**config.mk**
```make
export PLATFORM = sky130hd
export DESIGN_NAME = adc_scan_controller
export DESIGN_NICKNAME = d
export VERILOG_FILES = /design/src/rtl/adc_scan_controller.sv
export SDC_FILE = /design/constraint.sdc
export NUM_CORES = 1
export LEC_CHECK = 0
export ABC_AREA = 1
export ABC_CLOCK_PERIOD_IN_PS = 4300
export BUFFER_PORTS_ARGS = -buffer_cell sky130_fd_sc_hd__buf_2
export CAP_MARGIN = 20
export CORE_ASPECT_RATIO = 1.4
export CORE_UTILIZATION = 25
export CTS_BUF_LIST = sky130_fd_sc_hd__clkbuf_8
export DETAILED_ROUTE_END_ITERATION = 8
export GPL_TIMING_DRIVEN = 0
export PLACE_DENSITY_LB_ADDON = 0.08
export SYNTH_ARGS = -nofsm -noshare
export SYNTH_HDL_FRONTEND = slang
export SYNTH_SLANG_ARGS = --single-unit
```
**constraint.sdc**
```tcl
create_clock -name clock -period 4.3 [get_ports clock]
set_clock_uncertainty 0.05 [all_clocks]
set_input_delay 0.215 -clock clock [delete_from_list [all_inputs] [get_ports clock]]
set_output_delay 0.215 -clock clock [all_outputs]
set_load 0.01 [all_outputs]
```
**src/rtl/adc_scan_controller.sv**
```systemverilog
// Scanning controller for the ADC128S022: converts channels 0..NUM_CHANNELS-1 per pass
// and emits one 12-bit sample per channel as a single-cycle valid pulse.
module adc_scan_controller #(
    parameter int unsigned NUM_CHANNELS = 8,
    parameter int unsigned SCLK_DIV     = 10
) (
    input  logic        clock,
    input  logic        reset,
    input  logic        start,
    input  logic        continuous,
    output logic        busy,
    output logic        sample_valid,
    output logic [2:0]  sample_channel,
    output logic [11:0] sample_data,
    output logic        scan_done,
    output logic        adc_cs_n,
    output logic        adc_sclk,
    output logic        adc_saddr,
    input  logic        adc_sdat
);

    if (NUM_CHANNELS < 1 || NUM_CHANNELS > 8) begin : g_bad_channels
        $error("adc_scan_controller: NUM_CHANNELS must be in 1..8");
    end
    if (SCLK_DIV < 1) begin : g_bad_div
        $error("adc_scan_controller: SCLK_DIV must be >= 1");
    end

    localparam int unsigned CntW = $clog2(2 * SCLK_DIV);
    localparam logic [CntW-1:0] HalfEnd = CntW'(SCLK_DIV - 1);
    localparam logic [CntW-1:0] BitEnd = CntW'(2 * SCLK_DIV - 1);
    localparam logic [2:0] LastFrame = 3'(NUM_CHANNELS - 1);

    typedef enum logic [1:0] {StIdle, StSetup, StShift, StHold} state_e;

    state_e          state_q, state_d;
    logic [CntW-1:0] cnt_q, cnt_d;
    logic [3:0]      bit_q, bit_d;
    logic [2:0]      frame_q, frame_d;
    logic [11:0]     shift_q, shift_d;
    logic            cap_q, cap_d;
    logic            cs_n_q, cs_n_d;
    logic            sclk_q, sclk_d;
    logic            saddr_q, saddr_d;
    logic            busy_q, busy_d;
    logic            valid_q, valid_d;
    logic            done_q, done_d;
    logic [2:0]      chan_q, chan_d;
    logic [11:0]     data_q, data_d;
    logic [3:0]      next_bit;
    logic [2:0]      next_frame;

    // DIN bit for bit b of frame f: the address converted in frame f+1 goes out on bits 2..4.
    function automatic logic addr_bit(input logic [2:0] f, input logic [3:0] b);
        logic [2:0] na;
        na = (f == LastFrame) ? 3'd0 : f + 3'd1;
        case (b)
            4'd2:    return na[2];
            4'd3:    return na[1];
            4'd4:    return na[0];
            default: return 1'b0;
        endcase
    endfunction

    assign next_bit   = bit_q + 4'd1;
    assign next_frame = (bit_q == 4'd15) ? frame_q + 3'd1 : frame_q;

    always_comb begin
        state_d = state_q;
        cnt_d   = cnt_q;
        bit_d   = bit_q;
        frame_d = frame_q;
        shift_d = shift_q;
        cap_d   = 1'b0;
        cs_n_d  = cs_n_q;
        sclk_d  = sclk_q;
        saddr_d = saddr_q;
        busy_d  = busy_q;
        // The cycle after the last bit of a frame is captured, publish it.
        valid_d = cap_q;
        done_d  = cap_q && (frame_q == LastFrame);
        chan_d  = cap_q ? frame_q : chan_q;
        data_d  = cap_q ? shift_q : data_q;

        unique case (state_q)
            StIdle: begin
                if (start) begin
                    state_d = StSetup;
                    cnt_d   = '0;
                    cs_n_d  = 1'b0;
                    sclk_d  = 1'b1;
                    saddr_d = 1'b0;
                    busy_d  = 1'b1;
                end
            end
            StSetup: begin
                cnt_d = cnt_q + CntW'(1);
                if (cnt_q == HalfEnd) begin
                    state_d = StShift;
                    cnt_d   = '0;
                    bit_d   = 4'd0;
                    frame_d = 3'd0;
                    sclk_d  = 1'b0;
                    saddr_d = addr_bit(3'd0, 4'd0);
                end
            end
            StShift: begin
                cnt_d = cnt_q + CntW'(1);
                if (cnt_q == HalfEnd) begin
                    sclk_d  = 1'b1;
                    // Leading four zero bits simply fall off the top of the 12-bit register.
                    shift_d = {shift_q[10:0], adc_sdat};
                    cap_d   = (bit_q == 4'd15);
                end
                if (cnt_q == BitEnd) begin
                    cnt_d = '0;
                    if (bit_q == 4'd15 && frame_q == LastFrame) begin
                        state_d = StHold;
                        cs_n_d  = 1'b1;
                    end else begin
                        sclk_d  = 1'b0;
                        bit_d   = next_bit;
                        frame_d = next_frame;
                        saddr_d = addr_bit(next_frame, next_bit);
                    end
                end
            end
            StHold: begin
                cnt_d = cnt_q + CntW'(1);
                if (cnt_q == BitEnd) begin
                    cnt_d = '0;
                    if (continuous) begin
                        state_d = StSetup;
                        cs_n_d  = 1'b0;
                    end else begin
                        state_d = StIdle;
                        busy_d  = 1'b0;
                    end
                end
            end
            default: state_d = StIdle;
        endcase
    end

    always_ff @(posedge clock) begin
        if (reset) begin
            state_q <= StIdle;
            cnt_q   <= '0;
            bit_q   <= 4'd0;
            frame_q <= 3'd0;
            shift_q <= 12'd0;
            cap_q   <= 1'b0;
            cs_n_q  <= 1'b1;
            sclk_q  <= 1'b1;
            saddr_q <= 1'b0;
            busy_q  <= 1'b0;
            valid_q <= 1'b0;
            done_q  <= 1'b0;
            chan_q  <= 3'd0;
            data_q  <= 12'd0;
        end else begin
            state_q <= state_d;
            cnt_q   <= cnt_d;
            bit_q   <= bit_d;
            frame_q <= frame_d;
            shift_q <= shift_d;
            cap_q   <= cap_d;
            cs_n_q  <= cs_n_d;
            sclk_q  <= sclk_d;
            saddr_q <= saddr_d;
            busy_q  <= busy_d;
            valid_q <= valid_d;
            done_q  <= done_d;
            chan_q  <= chan_d;
            data_q  <= data_d;
        end
    end

    assign busy           = busy_q;
    assign sample_valid   = valid_q;
    assign sample_channel = chan_q;
    assign sample_data    = data_q;
    assign scan_done      = done_q;
    assign adc_cs_n       = cs_n_q;
    assign adc_sclk       = sclk_q;
    assign adc_saddr      = saddr_q;

endmodule

```
==> results by group <==
Clock tree
  – CTS Root Cell: clkbuf_8
  – Reg clk slew, reported paths: 0.10 ns
  – Total CTS buffers: 5
  – Clk_lat worst skew: 0.31 ns
  – H-Tree Depth: 2
  – Setup bufs post-CTS: 0
  – TritonCTS clock tree: yes
  – Hold buffers post-CTS: 0
  – Post_cts resized: 0
  – Clock sinks: 48
  – Clock Tree Buf Depth: 2

Yosys
  – Seq/Total Area, Yosys: 42.2%
  – Post-synth top flop: dfxtp_1
  – FFs w/ async S/R, synth: 0%
  – Mean Syn Cell Area: 7.64 µm²
  – Mapped Nets: 316
  – Unique cell type count in the Yosys netlist: 29
  – Post-Syn Area: 0.00228 mm²
  – EDFF count, synth: 0
  – Syn. warnings: 0
  – Cells after synthesis: 298
  – FF+latch count, synth: 48

Place
  – Gpl congestion: 0.726
  – Post-detail-place hpwl: 4190 µm
  – # port buffers: 25

Timing
  – F_max: 476 MHz
  – Endpoints failing setup: 0
  – Slew headroom: 61.1%
  – Hold Violations, Final: 0
  – Worst-Margin Slew: 0.584 ns
  – RSZ-0062 raised after global routing: no
  – Sum Neg Setup Slack: 0 ns
  – Min Tclk post-route: 2.10 ns
  – Fin. max-slew vios: 0
  – Period Utilization, post-route: 48.9%

Global routing
  – Total gr overflow: 0
  – Largest net degree at the start of global routing: 16
  – First-pass GRT wire length: 9630 µm
  – Initial antenna violation count: 0
  – All-layer global routing usage: 13.4%
  – Vias in the first global route: 1942

Run
  – Max-cap viol count: 0

Power and ir drop
  – Comb power frac: 27.6%
  – Peak VDD IR: 0.186 mV
  – Net switching power: 0.386 mW
  – Flop pwr share: 45.1%
  – Power per cell area: 415 mW/mm²
  – Clock network power share: 27.3%
  – Power Total: 1.09 mW
  – Sw frac: 35.5%
  – Internal power: 0.703 mW
  – Leakage: 1.12 nW

Setup path
  – CP max stage cell: dfxtp_1
  – WS Path Type: flop to flop
  – Req. time, crit path: 4.49 ns
  – Largest stage delay on the critical path: 0.45 ns
  – Element type at the critical path end: flop
  – Reg2Reg Setup Slack: 2.20 ns
  – Setup crit start: bit_q[1]
  – Crit-path cells: ha_1, nand2_1, nor2_4, nand2_1, nand2_1, inv_1, ha_1, inv_1, nand3_1, nand2_1, nand2_1, nand3_1, nand3_1, a21oi_1
  – CP most frequent cell: nand2_1
  – Worst endpoint data arrival time: 2.29 ns
  – Critical path peak fanout: 7
  – Reg2Reg Depth: 14
  – R2R Path End: adc_saddr
  – R2r startpoint: bit_q[1]
  – Critical path startpoint category: flop
  – Setup crit end: adc_saddr

Finish
  – Commonest cells after routing, fill and taps aside: nand2_1 (51), dfxtp_1 (48), nor2_1 (36)
  – # fillers: 988
  – N_diodes: 0
  – Final net count: 348
  – Layout cell share with drive strength beyond 1: 16.3%
  – Area growth, synth to finish: 15.5%
  – Commonest non-fill, non-tap cell in the layout: nand2_1

Floorplanning
  – Die height: 115 µm
  – Die Wd: 82.6 µm
  – Die ar.: 0.00949 mm²
  – Initial core utilization: 26.1%
  – Num rows: 40
  – Core ar.: 0.00871 mm²
  – # IOs: 26

Detailed routing
  – Post-DRT Antenna Nets: 0
  – Residual DRC count: 0
  – TritonRoute pass-1 iters: 4
  – DR vias/cell: 4.49
  – Total Wirelength: 5760 µm
  – Via count: 1958
  – Initial drt markers: 69
  – Drt wl/cell: 13.2 µm

Outcome
  – Status: finished, final reports clean

Hold path
  – Hold Crit Class: input port to flop
  – Hold Crit Depth: 2
[worst min path at each step]
stage                     startpoint         to  slack [ns]
after floorplan                reset  scan_done        0.24
after global placement      adc_cs_n   adc_cs_n        0.40
after detailed placement    adc_cs_n   adc_cs_n        0.39
after CTS                      reset  scan_done        0.08
after global routing           reset  scan_done        0.11
final                          reset  scan_done         0.1
[worst max-delay path, delay by kind of cell, from the launching register on]
| family | cells | cell delay, ns |
|---|---|---|
| buffers and inverters | 2 | 0.11 |
| AOI/OAI and AO/OA | 1 | 0.11 |
| adders and majority gates | 2 | 0.53 |
| and+or+nand+nor | 9 | 0.78 |
| DFF | 1 | 0.45 |
[kinds of logic (layout without fill, tap and decap cells)]
logic type               after synthesis  count (layout)  synth area share (%)
AO/OA/AOI/OAI                         61              61                  15.0
XOR/XNOR                               3               3                  1.15
adder cells (fa/ha/maj)               13              13                  7.15
buffers and inverters                 42              75                  7.81
flip-flops                            48              48                  42.2
AND/OR/NAND/NOR                      131             131                  26.7
[power groups by stage]
| stage | Clock, mW | Combinational [mW] | Sequential (mW) |
|---|---|---|---|
| finish | 0.298 | 0.300 | 0.492 |
| global route | 0.326 | 0.346 | 0.496 |
| CTS | 0.313 | 0.306 | 0.492 |
| detailed placement | 0 | 0.304 | 0.502 |
| global placement | 0 | 0.306 | 0.502 |
| floorplan | 0 | 0.225 | 0.502 |
[layer usage]
| layer | vias up | global-route usage, % | wire, µm |
|---|---|---|---|
| li1 | 1032 | - | - |
| met1 | 895 | 16.0 | 2700 |
| met2 | 25 | 23.7 | 2860 |
| met3 | 6 | 2.46 | 133 |
| met4 | 0 | 4.14 | 67 |
| met5 | - | 0 | 0 |
[flip-flops by register name (all words and copies together) (netlist names)]
| name | count |
|---|---|
| sample_valid | 1 |
| scan_done | 1 |
| frame_q | 3 |
| sample_channel | 3 |
| cap_q | 1 |
| state_q | 2 |
| bit_q | 4 |
| busy | 1 |
| adc_saddr | 1 |
| adc_cs_n | 1 |
| adc_sclk | 1 |
| sample_data | 12 |
| shift_q | 12 |
| cnt_q | 5 |
[area by class of cell]
class / count / area [µm²] / share of cell area (%)
Timing Repair Buffer: 25 / 125 / 4.76
Clock buffer: 6 / 82.6 / 3.14
Multi-Input combinational cell: 208 / 1140 / 43.3
Inverter: 30 / 113 / 4.28
Sequential cell: 48 / 961 / 36.6
Buffer: 12 / 65.1 / 2.48
Tap cell: 105 / 131 / 5.00
Clock inverter: 2 / 13.8 / 0.524
[cells in the mapped netlist, types with 4 or more instances]
cell type	count	area share, %
dfxtp_1	48	42
ha_1	13	7.1
nand2_1	51	8.4
nand3_1	24	5.3
nand2_2	4	1.1
o21ai_0	23	5.1
clkbuf_1	7	1.2
inv_1	27	4.5
nor2_1	36	5.9
nor2_4	4	2.0
a21oi_1	31	6.8
nand4_1	6	1.6
[metrics by stage]
stage / hold slack (ns) / instances / worst slack [ns] / util (%) / cell area (µm²)
6_report: 0.0973 / 436 / 2.20 / 30.2 / 2630
2_1_floorplan: 0.244 / 298 / 2.48 / - / 2280
5_1_grt: 0.110 / 436 / 1.92 / 30.2 / 2630
4_1_cts: 0.0835 / 436 / 2.14 / 30.2 / 2630
3_3_place_gp: 0.399 / 428 / 2.18 / 29.1 / 2530
3_5_place_dp: 0.393 / 428 / 2.16 / 29.1 / 2530
Note: power is estimated with default switching activity, not from simulation.
